===== src/rtl/mem_access_arbiter_pkg.sv =====
// mem_arb_pkg: shared types, default widths and a packed-field helper for the
// RAM-port arbiter.
//   state_t   : arbiter FSM states (IDLE, ISSUE, WAIT)
//   DEF_*     : default DATA_W / ADDR_W / N_CH / RD_LAT
//   ch_field  : extracts channel 'ch' of a packed per-channel vector
package mem_arb_pkg;

    typedef enum logic [1:0] {
        IDLE  = 2'd0,
        ISSUE = 2'd1,
        WAIT  = 2'd2
    } state_t;

    localparam int DEF_DATA_W = 8;
    localparam int DEF_ADDR_W = 16;
    localparam int DEF_N_CH   = 4;
    localparam int DEF_RD_LAT = 1;

    // The helper works on a fixed maximum-width container so one function
    // serves every packed field; callers widen the vector and truncate the
    // result with explicit size casts. Fields wider than FIELD_MAX, or packed
    // vectors wider than VEC_MAX, are not supported.
    localparam int FIELD_MAX = 32;
    localparam int VEC_MAX   = 512;

    function automatic logic [FIELD_MAX-1:0] ch_field(
        input logic [VEC_MAX-1:0] vec,
        input int unsigned        ch,
        input int unsigned        width
    );
        logic [VEC_MAX-1:0]   shifted;
        logic [FIELD_MAX-1:0] mask;
        shifted = vec >> (ch * width);
        mask    = (width >= FIELD_MAX) ? '1
                : ((FIELD_MAX'(1) << width) - FIELD_MAX'(1));
        return shifted[FIELD_MAX-1:0] & mask;
    endfunction

endpackage


===== src/rtl/mem_access_arbiter_if.sv =====
// mem_arb_if: bundles the requester handshake and the RAM port of the arbiter.
//   slave  : the arbiter side (takes requests and RAM read data, drives grants,
//            read responses, RAM strobes/address/data, busy and owner)
//   master : the requester/RAM side (mirror of slave)
interface mem_arb_if
    import mem_arb_pkg::*;
#(
    parameter int N_CH   = DEF_N_CH,
    parameter int ADDR_W = DEF_ADDR_W,
    parameter int DATA_W = DEF_DATA_W
);
    localparam int CH_W = $clog2(N_CH);

    logic                     mode_rr;
    logic [N_CH-1:0]          req;
    logic [N_CH-1:0]          req_we;
    logic [N_CH*ADDR_W-1:0]   req_addr;
    logic [N_CH*DATA_W-1:0]   req_wdata;
    logic [N_CH-1:0]          lock;
    logic [N_CH-1:0]          gnt;
    logic [N_CH-1:0]          rvalid;
    logic [DATA_W-1:0]        rdata;
    logic [ADDR_W-1:0]        ram_addr;
    logic [DATA_W-1:0]        ram_wdata;
    logic                     ram_we;
    logic                     ram_re;
    logic [DATA_W-1:0]        ram_rdata;
    logic                     busy;
    logic [CH_W-1:0]          owner;

    modport slave (
        input  mode_rr, req, req_we, req_addr, req_wdata, lock, ram_rdata,
        output gnt, rvalid, rdata, ram_addr, ram_wdata, ram_we, ram_re, busy, owner
    );

    modport master (
        output mode_rr, req, req_we, req_addr, req_wdata, lock, ram_rdata,
        input  gnt, rvalid, rdata, ram_addr, ram_wdata, ram_we, ram_re, busy, owner
    );

endinterface


===== src/rtl/mem_access_arbiter_rr_picker.sv =====
// rr_picker: combinational winner selection for the arbiter.
//   req     : request vector (already lock-masked by the caller)
//   ptr     : last-granted channel; round-robin search starts at ptr+1
//   mode_rr : 0 = lowest index wins, 1 = rotating search from ptr+1
//   win_oh  : one-hot winner, win_idx : winner index, win_any : some req set
module rr_picker #(
    parameter int N_CH = 4
) (
    input  logic [N_CH-1:0]         req,
    input  logic [$clog2(N_CH)-1:0] ptr,
    input  logic                    mode_rr,
    output logic [N_CH-1:0]         win_oh,
    output logic [$clog2(N_CH)-1:0] win_idx,
    output logic                    win_any
);
    localparam int CH_W = $clog2(N_CH);

    // Search order: position k of the scan looks at channel cand_idx[k].
    logic [CH_W-1:0] cand_idx [N_CH];

    generate
        for (genvar gi = 0; gi < N_CH; gi++) begin : g_cand
            assign cand_idx[gi] = mode_rr
                ? CH_W'((32'(ptr) + 32'(gi) + 32'd1) % 32'(N_CH))
                : CH_W'(gi);
        end
    endgenerate

    always_comb begin
        win_oh  = '0;
        win_idx = '0;
        win_any = 1'b0;
        for (int k = 0; k < N_CH; k++) begin
            if (!win_any && req[cand_idx[k]]) begin
                win_any              = 1'b1;
                win_idx              = cand_idx[k];
                win_oh[cand_idx[k]]  = 1'b1;
            end
        end
    end

endmodule


===== src/rtl/mem_access_arbiter.sv =====
// mem_access_arbiter: shares one single-port RAM between N_CH requesters.
// One transaction is in flight at a time: IDLE picks a winner and latches its
// request, ISSUE drives the RAM for one cycle with a gnt pulse, WAIT covers
// the RAM read latency and returns rdata with an rvalid pulse.
//   clk  : rising-edge clock
//   RST  : asynchronous active-high reset
//   bus  : mem_arb_if.slave (requests, lock, mode_rr, grants, read response,
//          RAM port, busy, owner)
module mem_access_arbiter
    import mem_arb_pkg::*;
#(
    parameter int DATA_W = DEF_DATA_W,
    parameter int ADDR_W = DEF_ADDR_W,
    parameter int N_CH   = DEF_N_CH,
    parameter int RD_LAT = DEF_RD_LAT
) (
    input  logic     clk,
    input  logic     RST,
    mem_arb_if.slave bus
);
    localparam int CH_W  = $clog2(N_CH);
    localparam int CNT_W = $clog2(RD_LAT + 1);

    state_t            state_reg;
    logic [CH_W-1:0]   owner_reg;
    logic [N_CH-1:0]   gnt_reg;
    logic [N_CH-1:0]   rvalid_reg;
    logic [N_CH-1:0]   win_oh_reg;
    logic              ram_we_reg;
    logic              ram_re_reg;
    logic [ADDR_W-1:0] ram_addr_reg;
    logic [DATA_W-1:0] ram_wdata_reg;
    logic [DATA_W-1:0] rdata_reg;
    logic [CNT_W-1:0]  lat_cnt_reg;

    logic [N_CH-1:0]   owner_oh;
    logic [N_CH-1:0]   cand_req;
    logic [N_CH-1:0]   win_oh;
    logic [CH_W-1:0]   win_idx;
    logic              win_any;
    logic              sel_we;
    logic [ADDR_W-1:0] sel_addr;
    logic [DATA_W-1:0] sel_wdata;

    // A held lock narrows the decision to the current owner alone; other
    // channels stay pending until the owner lets go in some IDLE cycle.
    assign owner_oh = N_CH'(1) << owner_reg;
    assign cand_req = bus.lock[owner_reg] ? (bus.req & owner_oh) : bus.req;

    rr_picker #(
        .N_CH (N_CH)
    ) u_picker (
        .req     (cand_req),
        .ptr     (owner_reg),
        .mode_rr (bus.mode_rr),
        .win_oh  (win_oh),
        .win_idx (win_idx),
        .win_any (win_any)
    );

    assign sel_we    = bus.req_we[win_idx];
    assign sel_addr  = ADDR_W'(ch_field(VEC_MAX'(bus.req_addr),  32'(win_idx), ADDR_W));
    assign sel_wdata = DATA_W'(ch_field(VEC_MAX'(bus.req_wdata), 32'(win_idx), DATA_W));

    always_ff @(posedge clk or posedge RST) begin
        if (RST) begin
            state_reg     <= IDLE;
            owner_reg     <= CH_W'(N_CH - 1);
            gnt_reg       <= '0;
            rvalid_reg    <= '0;
            win_oh_reg    <= '0;
            ram_we_reg    <= 1'b0;
            ram_re_reg    <= 1'b0;
            ram_addr_reg  <= '0;
            ram_wdata_reg <= '0;
            rdata_reg     <= '0;
            lat_cnt_reg   <= '0;
        end else begin
            // Strobes and pulses are single-cycle; only the branch that
            // enters ISSUE (or finishes WAIT) raises them.
            gnt_reg    <= '0;
            rvalid_reg <= '0;
            ram_we_reg <= 1'b0;
            ram_re_reg <= 1'b0;
            case (state_reg)
                IDLE: begin
                    if (win_any) begin
                        owner_reg     <= win_idx;
                        win_oh_reg    <= win_oh;
                        gnt_reg       <= win_oh;
                        ram_addr_reg  <= sel_addr;
                        ram_wdata_reg <= sel_wdata;
                        ram_we_reg    <= sel_we;
                        ram_re_reg    <= ~sel_we;
                        state_reg     <= ISSUE;
                    end
                end
                ISSUE: begin
                    lat_cnt_reg <= '0;
                    state_reg   <= ram_we_reg ? IDLE : WAIT;
                end
                WAIT: begin
                    if (lat_cnt_reg == CNT_W'(RD_LAT - 1)) begin
                        rdata_reg  <= bus.ram_rdata;
                        rvalid_reg <= win_oh_reg;
                        state_reg  <= IDLE;
                    end else begin
                        lat_cnt_reg <= lat_cnt_reg + CNT_W'(1);
                    end
                end
                default: state_reg <= IDLE;
            endcase
        end
    end

    assign bus.gnt       = gnt_reg;
    assign bus.rvalid    = rvalid_reg;
    assign bus.rdata     = rdata_reg;
    assign bus.ram_addr  = ram_addr_reg;
    assign bus.ram_wdata = ram_wdata_reg;
    assign bus.ram_we    = ram_we_reg;
    assign bus.ram_re    = ram_re_reg;
    assign bus.busy      = (state_reg != IDLE);
    assign bus.owner     = owner_reg;

endmodule


===== src/flat_wrapper.sv =====
// flat-port wrapper written by rule: the top's interface ports become plain ports
module mem_access_arbiter_flat import mem_arb_pkg::*;
#(
    parameter int DATA_W = DEF_DATA_W,
    parameter int ADDR_W = DEF_ADDR_W,
    parameter int N_CH   = DEF_N_CH,
    parameter int RD_LAT = DEF_RD_LAT
)
  (clk, RST, bus_mode_rr, bus_req, bus_req_we, bus_req_addr, bus_req_wdata, bus_lock, bus_ram_rdata, bus_gnt, bus_rvalid, bus_rdata, bus_ram_addr, bus_ram_wdata, bus_ram_we, bus_ram_re, bus_busy, bus_owner);
  mem_arb_if #(.N_CH(N_CH), .ADDR_W(ADDR_W), .DATA_W(DATA_W)) bus_i ();
  input  logic clk;
  input  logic RST;
  input wire logic [$bits(bus_i.mode_rr)-1:0] bus_mode_rr;
  input wire logic [$bits(bus_i.req)-1:0] bus_req;
  input wire logic [$bits(bus_i.req_we)-1:0] bus_req_we;
  input wire logic [$bits(bus_i.req_addr)-1:0] bus_req_addr;
  input wire logic [$bits(bus_i.req_wdata)-1:0] bus_req_wdata;
  input wire logic [$bits(bus_i.lock)-1:0] bus_lock;
  input wire logic [$bits(bus_i.ram_rdata)-1:0] bus_ram_rdata;
  output wire logic [$bits(bus_i.gnt)-1:0] bus_gnt;
  output wire logic [$bits(bus_i.rvalid)-1:0] bus_rvalid;
  output wire logic [$bits(bus_i.rdata)-1:0] bus_rdata;
  output wire logic [$bits(bus_i.ram_addr)-1:0] bus_ram_addr;
  output wire logic [$bits(bus_i.ram_wdata)-1:0] bus_ram_wdata;
  output wire logic [$bits(bus_i.ram_we)-1:0] bus_ram_we;
  output wire logic [$bits(bus_i.ram_re)-1:0] bus_ram_re;
  output wire logic [$bits(bus_i.busy)-1:0] bus_busy;
  output wire logic [$bits(bus_i.owner)-1:0] bus_owner;
  assign bus_i.mode_rr = bus_mode_rr;
  assign bus_i.req = bus_req;
  assign bus_i.req_we = bus_req_we;
  assign bus_i.req_addr = bus_req_addr;
  assign bus_i.req_wdata = bus_req_wdata;
  assign bus_i.lock = bus_lock;
  assign bus_i.ram_rdata = bus_ram_rdata;
  assign bus_gnt = bus_i.gnt;
  assign bus_rvalid = bus_i.rvalid;
  assign bus_rdata = bus_i.rdata;
  assign bus_ram_addr = bus_i.ram_addr;
  assign bus_ram_wdata = bus_i.ram_wdata;
  assign bus_ram_we = bus_i.ram_we;
  assign bus_ram_re = bus_i.ram_re;
  assign bus_busy = bus_i.busy;
  assign bus_owner = bus_i.owner;
  mem_access_arbiter #(.DATA_W(DATA_W), .ADDR_W(ADDR_W), .N_CH(N_CH), .RD_LAT(RD_LAT)) u_core (.clk(clk), .RST(RST), .bus(bus_i));
endmodule

===== config.mk =====
export PLATFORM = sky130hd
export DESIGN_NAME = mem_access_arbiter_flat
export DESIGN_NICKNAME = d
export VERILOG_FILES = /design/src/rtl/mem_access_arbiter_pkg.sv /design/src/rtl/mem_access_arbiter_if.sv /design/src/rtl/mem_access_arbiter_rr_picker.sv /design/src/rtl/mem_access_arbiter.sv /design/src/flat_wrapper.sv
export SDC_FILE = /design/constraint.sdc
export NUM_CORES = 1
export LEC_CHECK = 0
export CAP_MARGIN = 20
export CORE_MARGIN = 2
export CORE_UTILIZATION = 40
export DETAILED_ROUTE_END_ITERATION = 16
export PLACE_DENSITY = 0.91
export SYNTH_ARGS = -nofsm -noshare
export SYNTH_HDL_FRONTEND = slang
export SYNTH_HIERARCHICAL = 1
export SYNTH_SLANG_ARGS = --single-unit

===== constraint.sdc =====
create_clock -name clk -period 4.29 [get_ports clk]
set_clock_uncertainty 0.1 [all_clocks]
set_input_delay 0.429 -clock clk [delete_from_list [all_inputs] [get_ports clk]]
set_output_delay 0.429 -clock clk [all_outputs]
set_load 0.01 [all_outputs]

* Word-level counts from Yosys, hierarchy flattened *
Cells that the tools add are included.

operators by class
  add/subtract/negate cells = 7
  $lt $le $gt $ge = 10
  equal/unequal tests = 4
  shifts and indexed selects = 3
  mux-type cells = 51
  bitwise gates (word level) = 6
  reduce and logical (&&, ||, !) cells = 16

operator list
  cell                                                                                  number
  64-bit by 6-bit right shift with 16-bit output                                        1
  4-bit 2-to-1 mux                                                                      9
  32-bit by 5-bit right shift with 8-bit output                                         1
  2-bit 2-to-1 mux                                                                      11
  1-bit 2-to-1 mux                                                                      19
  2-bit by 3-bit < comparator with 1-bit output (second input constant)                 6
  1-bit binary-select mux with 2-bit select                                             6
  4-bit OR                                                                              3
  2-bit by 1-bit adder with 2-bit output (second input constant)                        4
  1-bit demux with 2-bit select                                                         4
  2-bit by 1-bit greater-or-equal comparator with 1-bit output (second input constant)  4
  1-bit logical AND                                                                     7
  2-bit one-hot mux with 3 select lines                                                 1
  2-bit AND reduction                                                                   3
  2-bit adder (second input constant)                                                   2
  4-bit bitwise AND                                                                     1
  2-bit inequality test (second input constant)                                         2
  2-bit nonzero test                                                                    2
  1-bit by 2-bit << shifter with 4-bit output (first input constant)                    1
  1-bit zero test                                                                       3
  2-bit by 1-bit equality test with 1-bit output (second input constant)                1
  2-bit equality test (second input constant)                                           1
  2-bit zero test                                                                       1
  1-bit NOT                                                                             2
  2 further kinds                                                                       2

word-level totals
  bits in registers = 51
  output and inout port bits = 45
  word-level logic and storage cells = 108

* Logic depth before layout (Yosys ltp) *
Gate-level depths: netlist of run 1.

  word-level depth = 20
  gate-level depth with buffers = 13
  gate-level depth less buffers = 9

* Hierarchy *
The synthesis of run 1 kept the hierarchy.

modules (own cells, without submodules)
  module              instances  cells an instance  area an instance (um2)
  mem_access_arbiter  1          153                2628.8
  rr_picker           1          69                 454.2

* Worst setup path before layout of run 1 *
Ideal clock, no wire load.

  path type = register to register
  start = reg u_core.owner_reg[1] (netlist: u_core/bus.owner[1])
  end = reg u_core.ram_wdata_reg[0] (netlist: u_core/bus.ram_wdata[0])
  setup time = 0.125 ns
  arrival = 3.480 ns
  required time = 4.065 ns
  path slack = 0.585 ns
  cell stages (with the launch flop) = 13
  buffers on the path = 3
  cell sequence = dfstp_2 -> clkbuf_1 -> and3b_1 -> a211oi_1 -> nor2b_1 -> a211o_1 -> o221ai_1 -> o22a_1 -> o22ai_1 -> buf_6 -> buf_12 -> mux4_2 -> mux2_4

on the way
  cells in the longest elaborated chain, start to end = 16
  elaborated cells on any way between the ends = 39
  those cells by class = add/sub: 6; shift: 2; mux: 23; bitwise: 1; reduce/logical: 7

RTL lines
  element                                                                                                          RTL line                                            text
  from (decl)                                                                                                      mem_access_arbiter.sv:25                            logic [CH_W-1:0] owner_reg;
  from (signal assigned)                                                                                           mem_access_arbiter.sv:68                            owner_reg <= CH_W'(N_CH - 1);
  from (signal assigned)                                                                                           mem_access_arbiter.sv:88                            owner_reg <= win_idx;
  1-bit binary-select mux with 2-bit select / 1-bit by 2-bit << shifter with 4-bit output (equally long branches)  mem_access_arbiter.sv:48, mem_access_arbiter.sv:47
  1-bit 2-to-1 mux (implied by the code) / 4-bit bitwise AND (equally long branches)                               mem_access_arbiter.sv:48                            assign cand_req = bus.lock[owner_reg] ? (bus.req & owner_oh) : bus.req;
  4-bit 2-to-1 mux *                                                                                               mem_access_arbiter.sv:48
  named net u_core.cand_req[0]                                                                                     mem_access_arbiter.sv:37                            logic [N_CH-1:0] cand_req;
  1-bit binary-select mux with 2-bit select                                                                        mem_access_arbiter_rr_picker.sv:34                  if (!win_any && req[cand_idx[k]]) begin
  1-bit 2-to-1 mux (implied by the code)                                                                           mem_access_arbiter_rr_picker.sv:34
  1-bit 2-to-1 mux                                                                                                 mem_access_arbiter_rr_picker.sv:34
  1-bit zero test                                                                                                  mem_access_arbiter_rr_picker.sv:34
  (+2 left out)                                                                                                    -
  1-bit zero test                                                                                                  mem_access_arbiter_rr_picker.sv:34
  1-bit logical AND                                                                                                mem_access_arbiter_rr_picker.sv:34
  1-bit 2-to-1 mux                                                                                                 mem_access_arbiter_rr_picker.sv:34
  1-bit zero test                                                                                                  mem_access_arbiter_rr_picker.sv:34
  1-bit logical AND                                                                                                mem_access_arbiter_rr_picker.sv:34
  2-bit 2-to-1 mux *                                                                                               mem_access_arbiter_rr_picker.sv:34
  named net u_core.win_idx[0]                                                                                      mem_access_arbiter.sv:39                            logic [CH_W-1:0] win_idx;
  32-bit by 5-bit right shift with 8-bit output *                                                                  mem_access_arbiter_pkg.sv:33                        shifted = vec >> (ch * width);
  to (signal assigned)                                                                                             mem_access_arbiter.sv:92                            ram_wdata_reg <= sel_wdata;
  to (decl)                                                                                                        mem_access_arbiter.sv:32                            logic [DATA_W-1:0] ram_wdata_reg;

The timed path passes the listed nets; every way through them passes the cells marked *. The select of a mux whose other input is x is not followed.
A chain may end at the register's enable or synchronous reset.

* Final worst setup path of run 1 *
  start = reg u_core.owner_reg[0] (netlist: u_core/bus.owner[0])
  end = reg u_core.ram_addr_reg[1] (netlist: u_core/bus.ram_addr[1])

on the way
  cells in the longest elaborated chain, start to end = 16
  elaborated cells on any way between the ends = 39
  those cells by class = add/sub: 6; shift: 2; mux: 23; bitwise: 1; reduce/logical: 7

RTL lines
  element                                                                                                          RTL line                                            text
  1-bit binary-select mux with 2-bit select / 1-bit by 2-bit << shifter with 4-bit output (equally long branches)  mem_access_arbiter.sv:48, mem_access_arbiter.sv:47
  1-bit 2-to-1 mux (implied by the code) / 4-bit bitwise AND (equally long branches)                               mem_access_arbiter.sv:48
  4-bit 2-to-1 mux *                                                                                               mem_access_arbiter.sv:48
  named net u_core.cand_req[0]                                                                                     mem_access_arbiter.sv:37
  1-bit binary-select mux with 2-bit select                                                                        mem_access_arbiter_rr_picker.sv:34
  1-bit 2-to-1 mux (implied by the code)                                                                           mem_access_arbiter_rr_picker.sv:34
  1-bit 2-to-1 mux                                                                                                 mem_access_arbiter_rr_picker.sv:34
  1-bit zero test                                                                                                  mem_access_arbiter_rr_picker.sv:34
  (+2 left out)                                                                                                    -
  1-bit zero test                                                                                                  mem_access_arbiter_rr_picker.sv:34
  1-bit logical AND                                                                                                mem_access_arbiter_rr_picker.sv:34
  1-bit 2-to-1 mux                                                                                                 mem_access_arbiter_rr_picker.sv:34
  1-bit zero test                                                                                                  mem_access_arbiter_rr_picker.sv:34
  1-bit logical AND                                                                                                mem_access_arbiter_rr_picker.sv:34
  2-bit 2-to-1 mux *                                                                                               mem_access_arbiter_rr_picker.sv:34
  named net u_core.win_idx[0]                                                                                      mem_access_arbiter.sv:39
  64-bit by 6-bit right shift with 16-bit output *                                                                 mem_access_arbiter_pkg.sv:33
  to (signal assigned)                                                                                             mem_access_arbiter.sv:91                            ram_addr_reg <= sel_addr;
  to (decl)                                                                                                        mem_access_arbiter.sv:31                            logic [ADDR_W-1:0] ram_addr_reg;

Marks and branches as above.

==> summary.md, run 1 <==
| Metric | Value |
|---|---|
| Die Wd | `91.79 µm` |
| Tmin final | `3.841 ns` |
| Async set-reset flop share out of synthesis | `100.0%` |
| Clock Path Buffers | `2` |
| CTS Buf Count | `5` |
| CP Capture Type | `register` |
| Post-Synthesis Cells | `222` |
| Vias | `2,520` |
| Post-route setup slack | `0.4490 ns` |
| Worst-Margin Slew | `0.5366 ns` |
| Share of cells above drive strength 1 | `21.73%` |
| CP required | `4.38 ns` |
| Synth Flop Type | `dfrtp_1` |
| Vias per cell | `5.207` |
| H-tree depth | `2` |
| Syn Std Cell Area | `3083 µm²` |
| Setup TNS | `0 ns` |
| WL/cell | `16.11 µm` |
| Count of cell types in the netlist | `50` |
| CP Max Fanout | `28` |
| # resized after CTS | `0` |
| Number of flops mapped to enable cells by yosys | `0` |
| Die Area | `8425 µm²` |
| CTS tree | `done` |
| Rel. slew slack | `64.23%` |
| Hold buffers post-CTS | `0` |
| Lkg Pwr | `0.002005 µW` |
| Clk root buf | `clkbuf_8` |
| RSZ-0062 raised after global routing | `no` |
| Max Cap Viol | `0` |
| DRC | `0` |
| Diodes inserted | `0` |
| CP Data Arrival Time | `3.93 ns` |
| Outcome | `finished clean` |
| Die Y | `91.79 µm` |
| Drt pass-1 iters | `4` |
| Register bit count reported by yosys | `50` |
| GR Overflow Total | `0` |
| Psw | `1111 µW` |
| Hold_ws | `0.3509 ns` |
| VDD IR-drop max | `0.3150 mV` |
| CP startpoint kind | `register` |
| Worst hold-check path type | `register to register` |
| Post-place setup slack | `0.4954 ns` |
| Power Total | `3223 µW` |
| Number of global-route vias before repair | `2,514` |
| DP HPWL | `6185 µm` |
| Port bufs | `163` |
| Final-report max-slew violation count | `0` |
| Final setup fails | `0` |
| Synthesis Warnings | `6` |
| Initial antenna violation count | `0` |
| DRT iter0 DRCs | `196` |
| Clock power frac | `8.4%` |
| Clock Sinks | `50` |
| Internal | `2112 µW` |
| Clk_lat worst skew | `0.29 ns` |
| # rows | `32` |
| Seq/Total Area, Yosys | `40.67%` |
| Pin count of the biggest net entering global routing | `51` |
| Post-CTS Setup Bufs | `0` |
| CP startpoint | `u_core/bus.owner[0]` |
| Share of total power in sequential cells | `27.0%` |
| Clock-pin transition on the worst setup and hold timing paths | `0.09 ns` |
| Hold Crit Start | `u_core/bus.ram_we` |
| # IOs | `164` |
| Post-route non-filler standard cell count | `484` |
| Path type of the worst setup path | `register to register` |
| Placeable Area | `7607 µm²` |
| Fin crit share | `89.53%` |
| First-pass GRT wire length | `12,050 µm` |
| Switching share of power | `34.48%` |
| Nets | `500` |
| Final ANT Viol Nets | `0` |
| Peak Freq | `260.4 MHz` |
| Final Hold Viols | `0` |
| Hold path cells | `1` |
| RR Startpoint | `u_core/bus.owner[0]` |
| Routability cong. | `0.9484` |
| Largest register FFs | `16` |
| Detailed Route WL | `7796 µm` |
| Synth-to-layout area growth | `58.48%` |
| PD cells | `659.7 nW/µm²` |
| Worst reg2reg path depth | `10` |
| Initial Util | `40.53%` |
| Post-Synthesis Net Count | `341` |
| Combinational share of power | `64.7%` |
| DP Cell Count | `475` |
| Post-Syn Area per Cell | `13.89 µm²` |
| GR Util All Layers | `18.08%` |
-- cells in the mapped netlist (all sizes together) (2+ instances only) --
| cell | n | area share, % |
|---|---|---|
| nand2b | 7 | 1.4 |
| mux2 | 39 | 17 |
| dfstp | 2 | 1.7 |
| mux4 | 25 | 19 |
| nor2b | 3 | 0.61 |
| a21oi | 8 | 1.3 |
| nand3 | 3 | 0.49 |
| a21o | 2 | 0.49 |
| buf | 12 | 3.4 |
| a21bo | 2 | 0.65 |
| nor2 | 4 | 0.49 |
| dfrtp | 48 | 39 |
| a31o | 2 | 0.57 |
| mux2i | 2 | 0.65 |
| nor3b | 3 | 0.73 |
| and2 | 11 | 2.2 |
| and2b | 2 | 0.49 |
| nand2 | 3 | 0.37 |
| o21ai | 6 | 1.1 |
| a211oi | 3 | 0.73 |
| clkbuf | 6 | 0.77 |
| o22ai | 2 | 0.41 |
| o211a | 2 | 0.65 |
| inv | 7 | 0.85 |
| nand3b | 3 | 0.73 |
-- logic make-up after synthesis --
family,count (synthesis),synth area share [%]
and+or+nand+nor,44,8.847
muxes,66,36.20
buffers and inverters,25,5.073
AOI/OAI and AO/OA,37,9.213
DFF,50,40.67
-- per-layer routing --
layer  GRT usage, %  routed length [µm]  vias up
met5              0                   0        -
met1          20.59                2847     1208
met2          33.58                4198      135
met4          4.602                 101        0
li1               -                   -     1169
met3          4.684                 649        8
-- stage by stage --
| step | utilization (%) | cell area [µm²] |
|---|---|---|
| 2_1_floorplan | - | 3083 |
| 3_3_place_gp | 62.78 | 4776 |
| 3_5_place_dp | 62.78 | 4776 |
| 4_1_cts | 63.96 | 4866 |
| 5_1_grt | 64.23 | 4886 |
| 6_report | 64.23 | 4886 |
-- worst max-delay path, cell delays in order (launching register included) --
cell	delay, ns
dfstp_2	0.79
mux2_2	0.40
a211oi_1	0.32
nor2b_1	0.29
a211o_1	0.13
o221ai_1	0.12
o22a_1	0.25
o22ai_4	0.18
buf_4	0.28
mux4_1	0.59
mux2_2	0.27
-- final timing paths --
path                                                end  slack, ns
worst max-delay path             u_core/bus.ram_addr[1]       0.45
worst min-delay path                u_core/state_reg[1]       0.35
worst max register to register   u_core/bus.ram_addr[1]       0.45
worst min register to register      u_core/state_reg[1]       0.35
max in group asynchronous          u_core/bus.rvalid[2]       3.22
min in group asynchronous       u_core/bus.ram_wdata[0]       0.36
-- layout by cell type (no fill, tap or decap), types with 2 or more instances in the layout --
master	n
nor2b_1	3
nand3_1	3
dfrtp_1	48
and2_1	11
a211oi_1	3
nand2b_1	7
nor2_1	4
mux2_2	20
mux2i_1	2
mux2_4	19
a21oi_1	8
and2b_1	2
inv_1	6
dfstp_2	2
buf_4	6
o211a_1	2
clkdlybuf4s50_1	163
o21ai_0	5
nor3b_1	2
nand3b_1	3
nand2_1	3
mux4_1	6
mux4_2	19
a21o_1	2
clkbuf_8	5
-- power by group through the flow --
stage | Combinational [µW] | Sequential (µW) | Clock (µW)
finish | 2080 | 869 | 269
global route | 2220 | 902 | 297
CTS | 2090 | 869 | 278
detailed placement | 2100 | 870 | 0
global placement | 2040 | 863 | 0
floorplan | 1410 | 908 | 0
-- area by class of cell --
type | count | area [µm²]
Fill cell | 576 | 2721
Sequential cell | 50 | 1254
Clock inverter | 3 | 21.27
Inverter | 7 | 26.28
Multi-Input combinational cell | 147 | 1692
Clock buffer | 5 | 68.82
Tap cell | 102 | 127.6
Timing Repair Buffer | 170 | 1697
Note: power is estimated with default switching activity, not from simulation.
==> run 2, diff against run 1 <==
clock period = 4.32 ns   (was 4.29 ns; I/O delays follow)
==> run 2 against run 1 <==
Critical path depth is the same. Combinational power is essentially flat. Non-clock buffer count is the same. Sequential cell count is the same. Setup slack gained 0.051 ns. Cell count shrank 0.21%. Core utilization shrank 0.13 points. Wire length grew 4.8%. First-iteration DRC count grew 7.7%. Global-route usage grew 1.1 points. Sequential share of layout area grew 0.053 points. Largest cell class unchanged. Highest routed layer unchanged.
==> summary.md, run 2 (synthesis gave the netlist of run 1 again) <==
| Metric | Value |
|---|---|
| Final-report max-slew violation count | `0 (unchanged)` |
| Clock Path Buffers | `2 (unchanged)` |
| Final setup fails | `0 (unchanged)` |
| H-tree depth | `2 (unchanged)` |
| Share of cells above drive strength 1 | `21.26% (was 21.73%)` |
| Final ANT Viol Nets | `0 (unchanged)` |
| GR Util All Layers | `19.18% (was 18.08%)` |
| Synth-to-layout area growth | `58.16% (was 58.48%)` |
| Pin count of the biggest net entering global routing | `51 (unchanged)` |
| Peak Freq | `261.8 MHz (was 260.4 MHz)` |
| # rows | `32 (unchanged)` |
| Clk_lat worst skew | `0.29 ns (about the same)` |
| Drt pass-1 iters | `4 (unchanged)` |
| DP HPWL | `6488 µm (was 6185 µm)` |
| Most common cell after layout, fill and taps aside | `clkdlybuf4s50_1 (unchanged)` |
| CP max stage cell | `dfstp_2 (unchanged)` |
| Max Cap Viol | `0 (unchanged)` |
| Die Wd | `91.79 µm (unchanged)` |
| DP Cell Count | `475 (unchanged)` |
| Worst Path Buf+Inv | `1 (unchanged)` |
| Tmin final | `3.820 ns (was 3.841 ns)` |
| Outcome | `finished clean (unchanged)` |
| DRC | `0 (unchanged)` |
| Path type of the worst setup path | `register to register (unchanged)` |
| Lkg Pwr | `0.001998 µW (was 0.002005 µW)` |
| Final Hold Viols | `0 (unchanged)` |
| Hold buffers post-CTS | `0 (unchanged)` |
| Largest register FFs | `16 (unchanged)` |
| # IOs | `164 (unchanged)` |
| Routability cong. | `0.9591 (was 0.9484)` |
| Post-route non-filler standard cell count | `483 (was 484)` |
| Setup TNS | `0 ns (unchanged)` |
| Post-CTS Setup Bufs | `0 (unchanged)` |
| Crit-path cells | `mux2_2 -> a211oi_1 -> nor2b_1 -> a211o_1 -> o221ai_1 -> o22a_1 -> o22ai_4 -> buf_4 -> mux4_1 -> mux2_2 (unchanged)` |
| WL/cell | `16.91 µm (was 16.11 µm)` |
| Initial Util | `40.53% (unchanged)` |
| Filler cell count | `567 (was 576)` |
| Power Total | `3197 µW (was 3223 µW)` |
| Detailed Route WL | `8168 µm (was 7796 µm)` |
| PD cells | `655.7 nW/µm² (was 659.7 nW/µm²)` |
| CP Max Fanout | `28 (unchanged)` |
| CP required | `4.41 ns (was 4.38 ns)` |
| Final Cell Area | `4876 µm² (was 4886 µm²)` |
| CP Data Arrival Time | `3.91 ns (was 3.93 ns)` |
| Die Y | `91.79 µm (unchanged)` |
| Rel. slew slack | `62.96% (was 64.23%)` |
| Clk root buf | `clkbuf_8 (unchanged)` |
| CP startpoint kind | `register (unchanged)` |
| Vias | `2,531 (was 2,520)` |
| CTS tree | `done (unchanged)` |
| Commonest non-fill, non-tap cells in the layout | `clkdlybuf4s50_1, dfrtp_1, mux2_2 (unchanged)` |
| Post-place setup slack | `0.5148 ns (was 0.4954 ns)` |
| Reg2reg end | `u_core/bus.ram_addr[5] (was u_core/bus.ram_addr[1])` |
| VDD IR-drop max | `0.2774 mV (was 0.3150 mV)` |
| Most frequent CP cell | `mux2_2 (unchanged)` |
| R2R setup slack | `0.50 ns (was 0.45 ns)` |
| # resized after CTS | `0 (unchanged)` |
| Clock Sinks | `50 (unchanged)` |
| Fin crit share | `88.43% (was 89.53%)` |
| Worst reg2reg path depth | `10 (unchanged)` |
| CP Capture Type | `register (unchanged)` |
| Die Area | `8425 µm² (unchanged)` |
| Area after DPL | `4776 µm² (unchanged)` |
| RR Startpoint | `u_core/bus.owner[0] (unchanged)` |
| RSZ-0062 raised after global routing | `no (unchanged)` |
| Port bufs | `163 (unchanged)` |
| Number of global-route vias before repair | `2,658 (was 2,514)` |
| DRT iter0 DRCs | `211 (was 196)` |
| GR Overflow Total | `0 (unchanged)` |
| Vias per cell | `5.240 (was 5.207)` |
| Initial antenna violation count | `0 (unchanged)` |
| Crit-path max cell delay | `0.79 ns (about the same)` |
| Worst hold-check path type | `primary input to async pin (was register to register)` |
| Nets | `500 (unchanged)` |
| Worst-Margin Slew | `0.5557 ns (was 0.5366 ns)` |
| Post-route setup slack | `0.4999 ns (was 0.4490 ns)` |
| Clock-pin transition on the worst setup and hold timing paths | `0.09 ns (about the same)` |
| CP top delay family | `multiplexers (unchanged)` |
| CTS Buf Count | `5 (unchanged)` |
| Placeable Area | `7607 µm² (unchanged)` |
| First-pass GRT wire length | `12,720 µm (was 12,050 µm)` |
| Diodes inserted | `0 (unchanged)` |
run 2: where the power goes:
| group | internal (µW) | leakage [µW] | switching, µW |
|---|---|---|---|
| sequential | 697 | 0.000609 | 166 |
| clock | 111 | 0.0000373 | 142 |
| combinational | 1290 | 0.00135 | 794 |
run 2: metrics by stage:
stage | utilization [%] | hold WS, ns
after floorplan | - | 0.3494
after global placement | 62.78 | 0.3172
after detailed placement | 62.78 | 0.3203
after CTS | 63.83 | 0.3382
after global routing | 64.10 | 0.2285
final | 64.10 | 0.2164
run 2: per-layer routing:
metal  vias to the layer above  global-route usage [%]  wire, µm
li1                       1161                       -         -
met1                      1204                   20.78      2904
met2                       151                   36.27      4501
met4                         0                   6.095       123
met5                         -                       0         0
met3                        15                   4.930       638
run 2: worst max-delay path by stage:
stage | slack, ns | startpoint | cells past startpoint | to
finish | 0.50 | u_core/bus.owner[0] | 10 | u_core/bus.ram_addr[5]
global route | 0.34 | u_core/bus.owner[0] | 10 | u_core/bus.ram_addr[1]
floorplan | 0.61 | u_core/bus.owner[1] | 12 | u_core/bus.ram_wdata[0]
detailed placement | 0.51 | u_core/bus.owner[0] | 10 | u_core/bus.ram_addr[1]
CTS | 0.51 | u_core/bus.owner[0] | 10 | u_core/bus.ram_addr[1]
global placement | 0.63 | bus_lock[1] | 11 | u_core/bus.ram_addr[2]
run 2: layout make-up:
cell class / count / area, µm² / area share [%]
clock buffer: 6 / 72.57 / 1.488
multi-input combinational: 147 / 1692 / 34.69
tap: 102 / 127.6 / 2.617
clock inverter: 1 / 7.507 / 0.1540
sequential: 50 / 1254 / 25.71
timing repair buffer: 170 / 1697 / 34.80
inverter: 7 / 26.28 / 0.5389
